## src/rtl/tri_scan_driver_pkg.sv

```systemverilog
// Shared types and constants for the triangle scan driver and its sign collector.
package tri_scan_pkg;

  localparam int unsigned CoordW = 11;
  localparam int unsigned PhLast = 2;

  typedef logic [CoordW-1:0] coord_t;

  typedef enum logic [2:0] {
    StIdle,
    StTrst,
    StLd0,
    StLd1,
    StLd2,
    StFeed,
    StDrain,
    StDone
  } state_e;

endpackage

```

## src/rtl/tri_scan_driver_if.sv

```systemverilog
// Control-side and tester-side signal bundle of the triangle scan driver.
interface tri_scan_if
  import tri_scan_pkg::*;
#(
  parameter int unsigned W = CoordW
) ();

  logic         start;
  logic [W-1:0] ax, ay, bx, by, cx, cy;
  logic         busy;
  logic         t_r;
  logic         t_re;
  logic [W-1:0] t_i1, t_i2;
  logic         t_s;
  logic         p_valid;
  logic [W-1:0] px, py;
  logic         p_in;
  logic         done;

  modport master (
    input  start, ax, ay, bx, by, cx, cy, t_s,
    output busy, t_r, t_re, t_i1, t_i2, p_valid, px, py, p_in, done
  );

  modport slave (
    output start, ax, ay, bx, by, cx, cy, t_s,
    input  busy, t_r, t_re, t_i1, t_i2, p_valid, px, py, p_in, done
  );

endinterface

```

## src/rtl/tri_scan_driver_sign_collector.sv

```systemverilog
// Delays each point strobe by the tester latency, gathers its three edge-sign bits
// and reports one inside/outside verdict with the point's coordinates.
module sign_collector #(
  parameter int unsigned W        = 11,
  parameter int unsigned SIGN_LAT = 3
) (
  input  logic         clk_i,
  input  logic         rst_i,
  input  logic         strobe_i,
  input  logic [W-1:0] x_i,
  input  logic [W-1:0] y_i,
  input  logic         t_s_i,
  output logic         p_valid_o,
  output logic [W-1:0] px_o,
  output logic [W-1:0] py_o,
  output logic         p_in_o
);

  logic [SIGN_LAT-1:0] stb_q;
  logic [W-1:0]        dx_q [SIGN_LAT];
  logic [W-1:0]        dy_q [SIGN_LAT];

  logic [1:0]   cnt_q, cnt_d;
  logic [2:0]   sh_q, sh_d;
  logic [W-1:0] lx_q, lx_d, ly_q, ly_d;
  logic         p_valid_q, p_valid_d;
  logic [W-1:0] px_q, px_d, py_q, py_d;
  logic         p_in_q, p_in_d;
  logic         exit_stb;

  assign exit_stb = stb_q[SIGN_LAT-1];

  always_ff @(posedge clk_i or posedge rst_i) begin
    if (rst_i) begin
      stb_q <= '0;
      for (int i = 0; i < SIGN_LAT; i++) begin
        dx_q[i] <= '0;
        dy_q[i] <= '0;
      end
    end else begin
      stb_q[0] <= strobe_i;
      dx_q[0]  <= x_i;
      dy_q[0]  <= y_i;
      for (int i = 1; i < SIGN_LAT; i++) begin
        stb_q[i] <= stb_q[i-1];
        dx_q[i]  <= dx_q[i-1];
        dy_q[i]  <= dy_q[i-1];
      end
    end
  end

  // cnt_q: 0 = waiting for a strobe, 1/2 = e0 already held, sampling e1/e2.
  always_comb begin
    cnt_d     = cnt_q;
    sh_d      = sh_q;
    lx_d      = lx_q;
    ly_d      = ly_q;
    p_valid_d = 1'b0;
    px_d      = px_q;
    py_d      = py_q;
    p_in_d    = p_in_q;
    unique case (cnt_q)
      2'd0: begin
        if (exit_stb) begin
          sh_d  = {sh_q[1:0], t_s_i};
          lx_d  = dx_q[SIGN_LAT-1];
          ly_d  = dy_q[SIGN_LAT-1];
          cnt_d = 2'd1;
        end
      end
      2'd1: begin
        sh_d  = {sh_q[1:0], t_s_i};
        cnt_d = 2'd2;
      end
      2'd2: begin
        sh_d      = {sh_q[1:0], t_s_i};
        cnt_d     = 2'd0;
        p_valid_d = 1'b1;
        px_d      = lx_q;
        py_d      = ly_q;
        p_in_d    = (sh_q[1] == sh_q[0]) && (sh_q[0] == t_s_i);
      end
      default: cnt_d = 2'd0;
    endcase
  end

  always_ff @(posedge clk_i or posedge rst_i) begin
    if (rst_i) begin
      cnt_q     <= 2'd0;
      sh_q      <= 3'd0;
      lx_q      <= '0;
      ly_q      <= '0;
      p_valid_q <= 1'b0;
      px_q      <= '0;
      py_q      <= '0;
      p_in_q    <= 1'b0;
    end else begin
      cnt_q     <= cnt_d;
      sh_q      <= sh_d;
      lx_q      <= lx_d;
      ly_q      <= ly_d;
      p_valid_q <= p_valid_d;
      px_q      <= px_d;
      py_q      <= py_d;
      p_in_q    <= p_in_d;
    end
  end

  assign p_valid_o = p_valid_q;
  assign px_o      = px_q;
  assign py_o      = py_q;
  assign p_in_o    = p_in_q;

endmodule

```

## src/rtl/tri_scan_driver.sv

```systemverilog
// Host-side driver for the point-in-triangle sign tester: loads the vertices, raster-scans
// the bounding box one point per three cycles and reports a verdict per pixel.
module tri_scan_driver
  import tri_scan_pkg::*;
#(
  parameter int unsigned W        = CoordW,
  parameter int unsigned SIGN_LAT = 3
) (
  input  logic       clk_i,
  input  logic       rst_i,
  tri_scan_if.master bus
);

  localparam int unsigned DrainLast = SIGN_LAT + 2;
  localparam int unsigned DrainW    = $clog2(DrainLast + 1);

  state_e state_q, state_d;

  logic [W-1:0] ax_q, ax_d, ay_q, ay_d, bx_q, bx_d, by_q, by_d, cx_q, cx_d, cy_q, cy_d;
  logic [W-1:0] xmin_q, xmin_d, xmax_q, xmax_d, ymin_q, ymin_d, ymax_q, ymax_d;
  logic [W-1:0] x_q, x_d, y_q, y_d;
  logic [1:0]   ph_q, ph_d;
  logic [DrainW-1:0] dcnt_q, dcnt_d;

  logic         busy_q, busy_d;
  logic         t_r_q, t_r_d;
  logic         t_re_q, t_re_d;
  logic [W-1:0] t_i1_q, t_i1_d, t_i2_q, t_i2_d;
  logic         done_q, done_d;

  function automatic logic [W-1:0] min3(input logic [W-1:0] a, b, c);
    logic [W-1:0] m;
    m = (a < b) ? a : b;
    return (m < c) ? m : c;
  endfunction

  function automatic logic [W-1:0] max3(input logic [W-1:0] a, b, c);
    logic [W-1:0] m;
    m = (a > b) ? a : b;
    return (m > c) ? m : c;
  endfunction

  always_comb begin
    state_d = state_q;
    ax_d = ax_q; ay_d = ay_q; bx_d = bx_q; by_d = by_q; cx_d = cx_q; cy_d = cy_q;
    xmin_d = xmin_q; xmax_d = xmax_q; ymin_d = ymin_q; ymax_d = ymax_q;
    x_d    = x_q;
    y_d    = y_q;
    ph_d   = ph_q;
    dcnt_d = dcnt_q;

    unique case (state_q)
      StIdle: begin
        if (bus.start) begin
          ax_d = bus.ax; ay_d = bus.ay; bx_d = bus.bx;
          by_d = bus.by; cx_d = bus.cx; cy_d = bus.cy;
          xmin_d  = min3(bus.ax, bus.bx, bus.cx);
          xmax_d  = max3(bus.ax, bus.bx, bus.cx);
          ymin_d  = min3(bus.ay, bus.by, bus.cy);
          ymax_d  = max3(bus.ay, bus.by, bus.cy);
          state_d = StTrst;
        end
      end
      StTrst: state_d = StLd0;
      StLd0:  state_d = StLd1;
      StLd1:  state_d = StLd2;
      StLd2: begin
        state_d = StFeed;
        x_d     = xmin_q;
        y_d     = ymin_q;
        ph_d    = 2'd0;
      end
      StFeed: begin
        if (ph_q == 2'(PhLast)) begin
          ph_d = 2'd0;
          // Compare before increment so xmax = all-ones never wraps the cursor.
          if (x_q == xmax_q) begin
            x_d = xmin_q;
            if (y_q == ymax_q) begin
              state_d = StDrain;
              dcnt_d  = '0;
            end else begin
              y_d = y_q + 1'b1;
            end
          end else begin
            x_d = x_q + 1'b1;
          end
        end else begin
          ph_d = ph_q + 2'd1;
        end
      end
      StDrain: begin
        if (dcnt_q == DrainW'(DrainLast)) begin
          state_d = StDone;
        end else begin
          dcnt_d = dcnt_q + 1'b1;
        end
      end
      StDone:  state_d = StIdle;
      default: state_d = StIdle;
    endcase

    // Outputs are registered, so they are decoded from the state being entered.
    busy_d = (state_d != StIdle);
    t_r_d  = (state_d == StIdle) || (state_d == StTrst);
    t_re_d = (state_d == StFeed) && (ph_d == 2'd0);
    done_d = (state_d == StDone);
    t_i1_d = '0;
    t_i2_d = '0;
    unique case (state_d)
      StLd0:   begin t_i1_d = ax_d; t_i2_d = ay_d; end
      StLd1:   begin t_i1_d = bx_d; t_i2_d = by_d; end
      StLd2:   begin t_i1_d = cx_d; t_i2_d = cy_d; end
      StFeed:  begin t_i1_d = x_d;  t_i2_d = y_d;  end
      default: ;
    endcase
  end

  always_ff @(posedge clk_i or posedge rst_i) begin
    if (rst_i) begin
      state_q <= StIdle;
      ax_q <= '0; ay_q <= '0; bx_q <= '0; by_q <= '0; cx_q <= '0; cy_q <= '0;
      xmin_q <= '0; xmax_q <= '0; ymin_q <= '0; ymax_q <= '0;
      x_q    <= '0;
      y_q    <= '0;
      ph_q   <= 2'd0;
      dcnt_q <= '0;
      busy_q <= 1'b0;
      t_r_q  <= 1'b1;
      t_re_q <= 1'b0;
      t_i1_q <= '0;
      t_i2_q <= '0;
      done_q <= 1'b0;
    end else begin
      state_q <= state_d;
      ax_q <= ax_d; ay_q <= ay_d; bx_q <= bx_d; by_q <= by_d; cx_q <= cx_d; cy_q <= cy_d;
      xmin_q <= xmin_d; xmax_q <= xmax_d; ymin_q <= ymin_d; ymax_q <= ymax_d;
      x_q    <= x_d;
      y_q    <= y_d;
      ph_q   <= ph_d;
      dcnt_q <= dcnt_d;
      busy_q <= busy_d;
      t_r_q  <= t_r_d;
      t_re_q <= t_re_d;
      t_i1_q <= t_i1_d;
      t_i2_q <= t_i2_d;
      done_q <= done_d;
    end
  end

  assign bus.busy = busy_q;
  assign bus.t_r  = t_r_q;
  assign bus.t_re = t_re_q;
  assign bus.t_i1 = t_i1_q;
  assign bus.t_i2 = t_i2_q;
  assign bus.done = done_q;

  sign_collector #(
    .W        (W),
    .SIGN_LAT (SIGN_LAT)
  ) u_collector (
    .clk_i     (clk_i),
    .rst_i     (rst_i),
    .strobe_i  (t_re_q),
    .x_i       (t_i1_q),
    .y_i       (t_i2_q),
    .t_s_i     (bus.t_s),
    .p_valid_o (bus.p_valid),
    .px_o      (bus.px),
    .py_o      (bus.py),
    .p_in_o    (bus.p_in)
  );

endmodule

```

## src/flat_wrapper.sv

```systemverilog
// flat-port wrapper written by rule: the top's interface ports become plain ports
module tri_scan_driver_flat import tri_scan_pkg::*;
#(
  parameter int unsigned W        = CoordW,
  parameter int unsigned SIGN_LAT = 3
)
  (clk_i, rst_i, bus_start, bus_ax, bus_ay, bus_bx, bus_by, bus_cx, bus_cy, bus_t_s, bus_busy, bus_t_r, bus_t_re, bus_t_i1, bus_t_i2, bus_p_valid, bus_px, bus_py, bus_p_in, bus_done);
  tri_scan_if #(.W(W)) bus_i ();
  input  logic clk_i;
  input  logic rst_i;
  input wire logic [$bits(bus_i.start)-1:0] bus_start;
  input wire logic [$bits(bus_i.ax)-1:0] bus_ax;
  input wire logic [$bits(bus_i.ay)-1:0] bus_ay;
  input wire logic [$bits(bus_i.bx)-1:0] bus_bx;
  input wire logic [$bits(bus_i.by)-1:0] bus_by;
  input wire logic [$bits(bus_i.cx)-1:0] bus_cx;
  input wire logic [$bits(bus_i.cy)-1:0] bus_cy;
  input wire logic [$bits(bus_i.t_s)-1:0] bus_t_s;
  output wire logic [$bits(bus_i.busy)-1:0] bus_busy;
  output wire logic [$bits(bus_i.t_r)-1:0] bus_t_r;
  output wire logic [$bits(bus_i.t_re)-1:0] bus_t_re;
  output wire logic [$bits(bus_i.t_i1)-1:0] bus_t_i1;
  output wire logic [$bits(bus_i.t_i2)-1:0] bus_t_i2;
  output wire logic [$bits(bus_i.p_valid)-1:0] bus_p_valid;
  output wire logic [$bits(bus_i.px)-1:0] bus_px;
  output wire logic [$bits(bus_i.py)-1:0] bus_py;
  output wire logic [$bits(bus_i.p_in)-1:0] bus_p_in;
  output wire logic [$bits(bus_i.done)-1:0] bus_done;
  assign bus_i.start = bus_start;
  assign bus_i.ax = bus_ax;
  assign bus_i.ay = bus_ay;
  assign bus_i.bx = bus_bx;
  assign bus_i.by = bus_by;
  assign bus_i.cx = bus_cx;
  assign bus_i.cy = bus_cy;
  assign bus_i.t_s = bus_t_s;
  assign bus_busy = bus_i.busy;
  assign bus_t_r = bus_i.t_r;
  assign bus_t_re = bus_i.t_re;
  assign bus_t_i1 = bus_i.t_i1;
  assign bus_t_i2 = bus_i.t_i2;
  assign bus_p_valid = bus_i.p_valid;
  assign bus_px = bus_i.px;
  assign bus_py = bus_i.py;
  assign bus_p_in = bus_i.p_in;
  assign bus_done = bus_i.done;
  tri_scan_driver #(.W(W), .SIGN_LAT(SIGN_LAT)) u_core (.clk_i(clk_i), .rst_i(rst_i), .bus(bus_i));
endmodule
```

## config.mk

```make
export PLATFORM = sky130hd
export DESIGN_NAME = tri_scan_driver_flat
export DESIGN_NICKNAME = d
export VERILOG_FILES = /design/src/rtl/tri_scan_driver_pkg.sv /design/src/rtl/tri_scan_driver_if.sv /design/src/rtl/tri_scan_driver_sign_collector.sv /design/src/rtl/tri_scan_driver.sv /design/src/flat_wrapper.sv
export SDC_FILE = /design/constraint.sdc
export NUM_CORES = 1
export LEC_CHECK = 0
export CORE_UTILIZATION = 40
export CTS_BUF_LIST = sky130_fd_sc_hd__clkbuf_16
export CTS_CLUSTER_DIAMETER = 30
export DETAILED_ROUTE_END_ITERATION = 12
export GPL_TIMING_DRIVEN = 0
export PLACE_DENSITY = 0.61
export SYNTH_ARGS = -nofsm -noshare
export SYNTH_HDL_FRONTEND = slang
export SYNTH_SLANG_ARGS = --single-unit
```

## constraint.sdc

```tcl
create_clock -name clk_i -period 11.4 [get_ports clk_i]
set_input_delay 1.14 -clock clk_i [delete_from_list [all_inputs] [get_ports clk_i]]
set_output_delay 1.14 -clock clk_i [all_outputs]
set_load 0.01 [all_outputs]
```

==> qor.txt, run 1 <==
Total Wirelength: 37900 microns
Rows: 67
Final Cycle Share: 49.5%
Crit Path Max Fanout: 10
vias in the first global route: 10500
Final ANT Viol Nets: 0
Hold Startpoint: u_core.u_collector.dy_q[17]
synthesized flop and latch total: 285
Worst Path Required: 11800 ps
Die ar.: 34900 sq um
Worst-Margin Slew: 1100 ps
Post-CTS Resized: 0
CTS Buffer Depth: 3
Die Width: 187 microns
Tmin final: 5640 ps
port buffer count: 119
routability cong.: 0.899
hold_buf cts: 0
Final Power: 4.97 mW
YS warnings: 0
CTS tree: done
Multi-input gate area: 6060 sq um
sequential fraction of the synthesis area: 52.2%
Tot GR Track Use: 22.1%
Via density: 5.38
WL/cell: 19.2 microns
dpl hpwl: 28500 microns
Yosys cell types: 70
first-pass GRT wire length: 60100 microns
n_diodes: 0
final setup vio count: 0
grt total ovfl: 0
Max Clk Rate: 177 MHz
Pins Over Slew Limit: 0
final instance area: 17600 sq um
Place WS: 5330 ps
area grow syn2layout: 28.8%
setup ws final: 5760 ps
maxcap violations: 0
Critical path destination: u_core.xmax_q[1]
DRT iter0 DRCs: 897
fin nets: 1614
Max H-tree Level: 2
commonest non-fill, non-tap cell in the layout: dfrtp_1
Hold/Removal Path Class: reg -> reg
R2R Path Start: u_core.state_q[0]
final-report hold violation count: 0
R2R Path End: u_core.by_q[2]
ys flop type: dfrtp_1
Crit Path Class: in -> reg
crit path DAT: 6040 ps
initial antenna violation count: 0
Worst Setup SP: bus_bx[4]
cells after synthesis: 1294
unrepaired setup endpoints after global routing: false
Top-Level Pins: 120
Vias: 10600
Clock Skew: 36.7 ps
share of post-route cells with drive strength above 1: 14.3%
FF+latch area: 7130 sq um
largest net degree at the start of global routing: 117
status: completed
CORE AREA: 33600 sq um
setup tns final: 0 ps
Critical Path Source Type: input pin
Slew HR: 26.3%
syn avg cell area: 10.6 sq um
synthesized area: 13700 sq um
Worst VDD drop: 0.166 mV
TritonCTS Sinks: 285
EDFF count, synth: 0
Placement Cell Area: 15500 sq um
share of flip-flops with an asynchronous set or reset: 100%
leakage: 8.11 nW
Syn Nets: 1432
clk root buf: clkbuf_16
Largest regs: u_core.u_collector.dx_q: 33 flops, u_core.u_collector.dy_q: 33 flops
fillers: 3007
Clock Latency Late Sink: 580 ps
setup bufs post-CTS: 0
Pwr Density: 282 nW/um^2
Starting Density: 40.7%
reg-to-reg slack, setup: 8420 ps
R2R cell count: 7
CTS Buf Count: 59
DIE HEIGHT: 187 microns
commonest non-fill, non-tap cells in the layout: dfrtp_1, nand2_1, o21ai_0
Clock transition at path regs: 50 ps
first drt pass iteration count: 5
critical path endpoint category: flip-flop
DRC Markers: 0
==> cell type report <==
cell class              instances  share of cell area [%]
flip-flops and latches        285                    40.5
multi-input cells             888                    34.4
clock buffers                  59                    8.38
repair buffers                121                    7.08
clock inverters                53                    3.67
well taps                     448                    3.18
plain buffers                  64                    1.49
inverters                      57                    1.26
==> cells in the mapped netlist, types with 4 or more instances <==
master / number / share of area [%]
a211oi_1: 10 / 0.55
a21o_1: 5 / 0.27
a21oi_1: 32 / 1.2
a22oi_1: 20 / 1.1
a31oi_1: 6 / 0.27
and2_1: 4 / 0.18
and3_1: 6 / 0.27
and4_1: 4 / 0.26
buf_1: 7 / 0.19
buf_2: 5 / 0.18
clkbuf_1: 48 / 1.3
dfrtp_1: 284 / 52
ha_1: 68 / 6.2
inv_1: 57 / 1.6
mux2_2: 90 / 7.4
mux2i_1: 49 / 3.6
nand2_1: 225 / 6.2
nand2b_1: 6 / 0.27
nand3_1: 16 / 0.59
nand4_1: 23 / 1.1
nor2_1: 46 / 1.3
nor2b_1: 7 / 0.32
nor3_1: 6 / 0.22
nor4_1: 4 / 0.18
o21a_1: 8 / 0.44
o21ai_0: 126 / 4.6
o21ai_1: 23 / 0.84
o22ai_1: 7 / 0.32
o2bb2ai_1: 10 / 0.64
o31ai_1: 5 / 0.27
o32ai_1: 4 / 0.26
xnor2_1: 15 / 0.96
xor2_1: 12 / 0.77
==> layer usage <==
layer	vias to the layer above	GRT usage (%)	routed length, microns
li1	4975	-	-
met1	5152	31.2	17200
met2	418	34.6	17400
met3	73	3.64	2380
met4	0	7.35	983
met5	-	0	0
==> worst min-delay path by stage <==
stage                                       end  depth (start not counted)
floorplan            u_core.u_collector.dx_q[0]                          0
global placement    u_core.u_collector.dy_q[11]                          0
detailed placement  u_core.u_collector.dx_q[15]                          0
CTS                 u_core.u_collector.dy_q[15]                          0
global route         u_core.u_collector.dy_q[6]                          0
finish               u_core.u_collector.dy_q[6]                          0
==> cells by family after synthesis <==
kind of cell             Yosys count  share of synthesized area (%)
AND/OR/NAND/NOR                  362                           11.7
XOR/XNOR                          27                           1.73
adder cells (fa/ha/maj)           68                           6.22
AO/OA/AOI/OAI                    292                           13.7
flip-flops                       285                           52.2
buffers and inverters            121                           3.49
multiplexers                     139                           11.0
==> power breakdown <==
group | switching [mW] | internal, mW
combinational | 0.843 | 0.656
clock | 0.576 | 1.20
sequential | 0.255 | 1.44
==> stage by stage <==
step                      hold WS [ps]  util, %  cells
after detailed placement           335     46.1   1863
final                              340     52.4   1975
after CTS                          344     52.4   1975
after global routing               344     52.4   1975
after floorplan                    331        -   1294
after global placement             332     45.9   1861
==> worst max-delay path, stage by stage <==
cell and delay [ps]:
clkdlybuf4s50_1 480, inv_1 70, ha_1 330, a21oi_1 210, o21ai_0 230, a2111oi_4 680
a41oi_4 190, mux2_2 390, ha_1 330, o21ai_0 90, a21oi_1 240, o2111ai_1 220
a21oi_1 260, clkbuf_1 610, mux2i_1 400, o21ai_0 150
Note: power is estimated with default switching activity, not from simulation.
==> inputs of run 2 (changes only) <==
Clock period 11.4 ns to 5.6 ns, I/O delays scaled along.
==> run 2 against run 1 <==
Die area did not move. Clock skew fell by 15 ps. Hold slack improved by 3.0 ps. Combinational power rose by 110%. Cell area rose by 0.92%. Sequential share of layout area fell by 0.37 points. Non-clock buffer count rose by 6. Largest power group unchanged.
==> qor.txt, run 2 (same netlist as run 1, synthesis figures left out) <==
largest net degree at the start of global routing: 43 (-63%)
Hold/Removal Path Class: reg -> reg
Pwr Density: 579 nW/um^2 (+110%)
Max H-tree Level: 2 (unchanged)
fin nets: 1621 (+0.43%)
routability cong.: 0.888 (-1.3%)
Net Switching: 3.50 mW (+110%)
final-report hold violation count: 0 (unchanged)
Hold Slack: 343 ps (+3.02 ps)
Critical Path Source Type: input pin
Pint: 6.79 mW (+110%)
final setup vio count: 0 (unchanged)
CTS Buf Count: 60 (+1.7%)
Place WS: 6.99 ps (-5320 ps)
setup ws final: 588 ps (-5170 ps)
CP max-delay cell: clkbuf_1
DIE HEIGHT: 187 microns (unchanged)
port buffer count: 119 (unchanged)
WL/cell: 19.7 microns (+2.9%)
area grow syn2layout: 30.0%
Tmin final: 5010 ps
Multi-input gate area: 6060 sq um (unchanged)
initial antenna violation count: 0 (unchanged)
critical path endpoint category: flip-flop
Clock Latency Late Sink: 580 ps (about the same)
Slew HR: 27.5% (+1.3 points)
fillers: 3006 (-0.033%)
Die ar.: 34900 sq um (unchanged)
dpl hpwl: 29300 microns (+3.0%)
final instance area: 17800 sq um (+0.92%)
Switching Fraction: 34.0% (+0.31 points)
power share of the sequential group: 33.5% (-0.6 points)
setup bufs post-CTS: 0 (unchanged)
Crit Path Class: in -> reg
Worst VDD drop: 0.338 mV (+100%)
Pins Over Slew Limit: 0 (unchanged)
Tot GR Track Use: 22.8% (+0.69 points)
leakage: 8.17 nW (+0.84%)
Rows: 67 (unchanged)
FF+latch area: 7130 sq um (unchanged)
Post-CTS Resized: 0 (unchanged)
Clock Skew: 21.8 ps (-14.9 ps)
Largest regs: u_core.u_collector.dx_q: 33 flops, u_core.u_collector.dy_q: 33 flops
top cell family by delay on the critical path: compound AO/OA/AOI/OAI gates
vias in the first global route: 11000 (+5.0%)
CTS Buffer Depth: 3 (unchanged)
maxcap violations: 0 (unchanged)
Die Width: 187 microns (unchanged)
crit path DAT: 5450 ps (-590 ps)
Starting Density: 40.7% (unchanged)
Critical path buffers and inverters: 3 (unchanged)
Combinational Power Share: 30.0% (-0.2 points)
Final Cycle Share: 89.5%
Placement Cell Area: 15600 sq um (+0.70%)
Total Wirelength: 39100 microns (+3.2%)
first drt pass iteration count: 8 (+3)
unrepaired setup endpoints after global routing: false
Final Power: 10.3 mW (+110%)
Worst Path Required: 6040 ps (-5760 ps)
commonest non-fill, non-tap cell in the layout: dfrtp_1
Crit Path Max Fanout: 10 (unchanged)
CTS tree: done
Worst path max stage delay: 630 ps (-50 ps)
n_diodes: 0 (unchanged)
share of post-route cells with drive strength above 1: 15.0% (+0.73 points)
commonest non-fill, non-tap cells in the layout: dfrtp_1, nand2_1, o21ai_0
clk root buf: clkbuf_16
Top-Level Pins: 120 (unchanged)
hold_buf cts: 0 (unchanged)
Final ANT Viol Nets: 0 (unchanged)
CORE AREA: 33600 sq um (unchanged)
grt total ovfl: 0 (unchanged)
power share of the clock group: 36.4% (+0.6 points)
crit path cell chain: clkdlybuf4s50_1, inv_1, ha_1, nand4_1, a211oi_2, a2111oi_4, a41oi_4, mux2_2, ha_1, nor2b_1, o21ai_0, a21oi_1, o2111ai_1, a21oi_1, clkbuf_1, mux2i_1, o21ai_0
first-pass GRT wire length: 62300 microns (+3.6%)
Worst-Margin Slew: 1080 ps (-19.0 ps)
Max Clk Rate: 200 MHz
Vias: 10700 (+0.35%)
DRT iter0 DRCs: 885 (-1.3%)
Via density: 5.38 (about the same)
Clock transition at path regs: 50 ps (about the same)
status: completed
TritonCTS Sinks: 285 (unchanged)
DRC Markers: 0 (unchanged)
## run 2: changes by cell type in the layout (fill, tap and decap cells not counted), sizes merged
cell | previous run | this run
buf | 17 | 23
clkinv | 23 | 18
clkbuf | 108 | 110
inv | 68 | 70
clkinvlp | 8 | 9
## run 2: final timing paths
path,start,end,slack [ps],depth (start not counted)
min reg2reg,u_core.u_collector.dx_q[29],u_core.u_collector.dx_q[18],340,0
max reg2reg,u_core.state_q[2],u_core.ay_q[9],2570,8
min,u_core.u_collector.dx_q[29],u_core.u_collector.dx_q[18],340,0
min in group asynchronous,rst_i,u_core.u_collector.px_o[6],390,2
max in group asynchronous,rst_i,u_core.u_collector.dy_q[10],4380,4
max,bus_bx[8],u_core.xmax_q[9],590,17
## run 2: final cells by class
type,count,share of cell area (%)
well taps,448,3.15
clock inverters,51,3.65
multi-input cells,888,34.1
repair buffers,127,7.65
inverters,57,1.23
clock buffers,61,8.59
plain buffers,64,1.48
flip-flops and latches,285,40.1
## run 2: power groups by stage
stage                     combinational, mW  clock, mW  sequential [mW]
final                                  3.09       3.75             3.45
after detailed placement               3.06          0             3.47
after CTS                              3.08       3.81             3.45
after global placement                 3.00          0             3.44
after global routing                   3.39       3.91             3.56
after floorplan                        1.92          0             3.37
## run 2: metrics by stage
step	instances	TNS [ps]	utilization, %
floorplan	1294	0	-
global placement	1861	-219130	45.9
detailed placement	1869	0	46.4
CTS	1981	0	52.9
global route	1981	0	52.9
finish	1981	0	52.9
## run 2: metal layers
layer | track usage [%] | wire length [microns] | vias up
met5 | 0 | 0 | -
met1 | 30.8 | 17600 | 5195
li1 | - | - | 4984
met2 | 37.1 | 18300 | 401
met4 | 7.06 | 932 | 0
met3 | 4.24 | 2330 | 75
==> inputs of run 3 (changes only) <==
Settings changed: CAP_MARGIN set to 5.
==> results of run 3 <==
The final DEF is identical to that of run 2; final timing and power are the same.
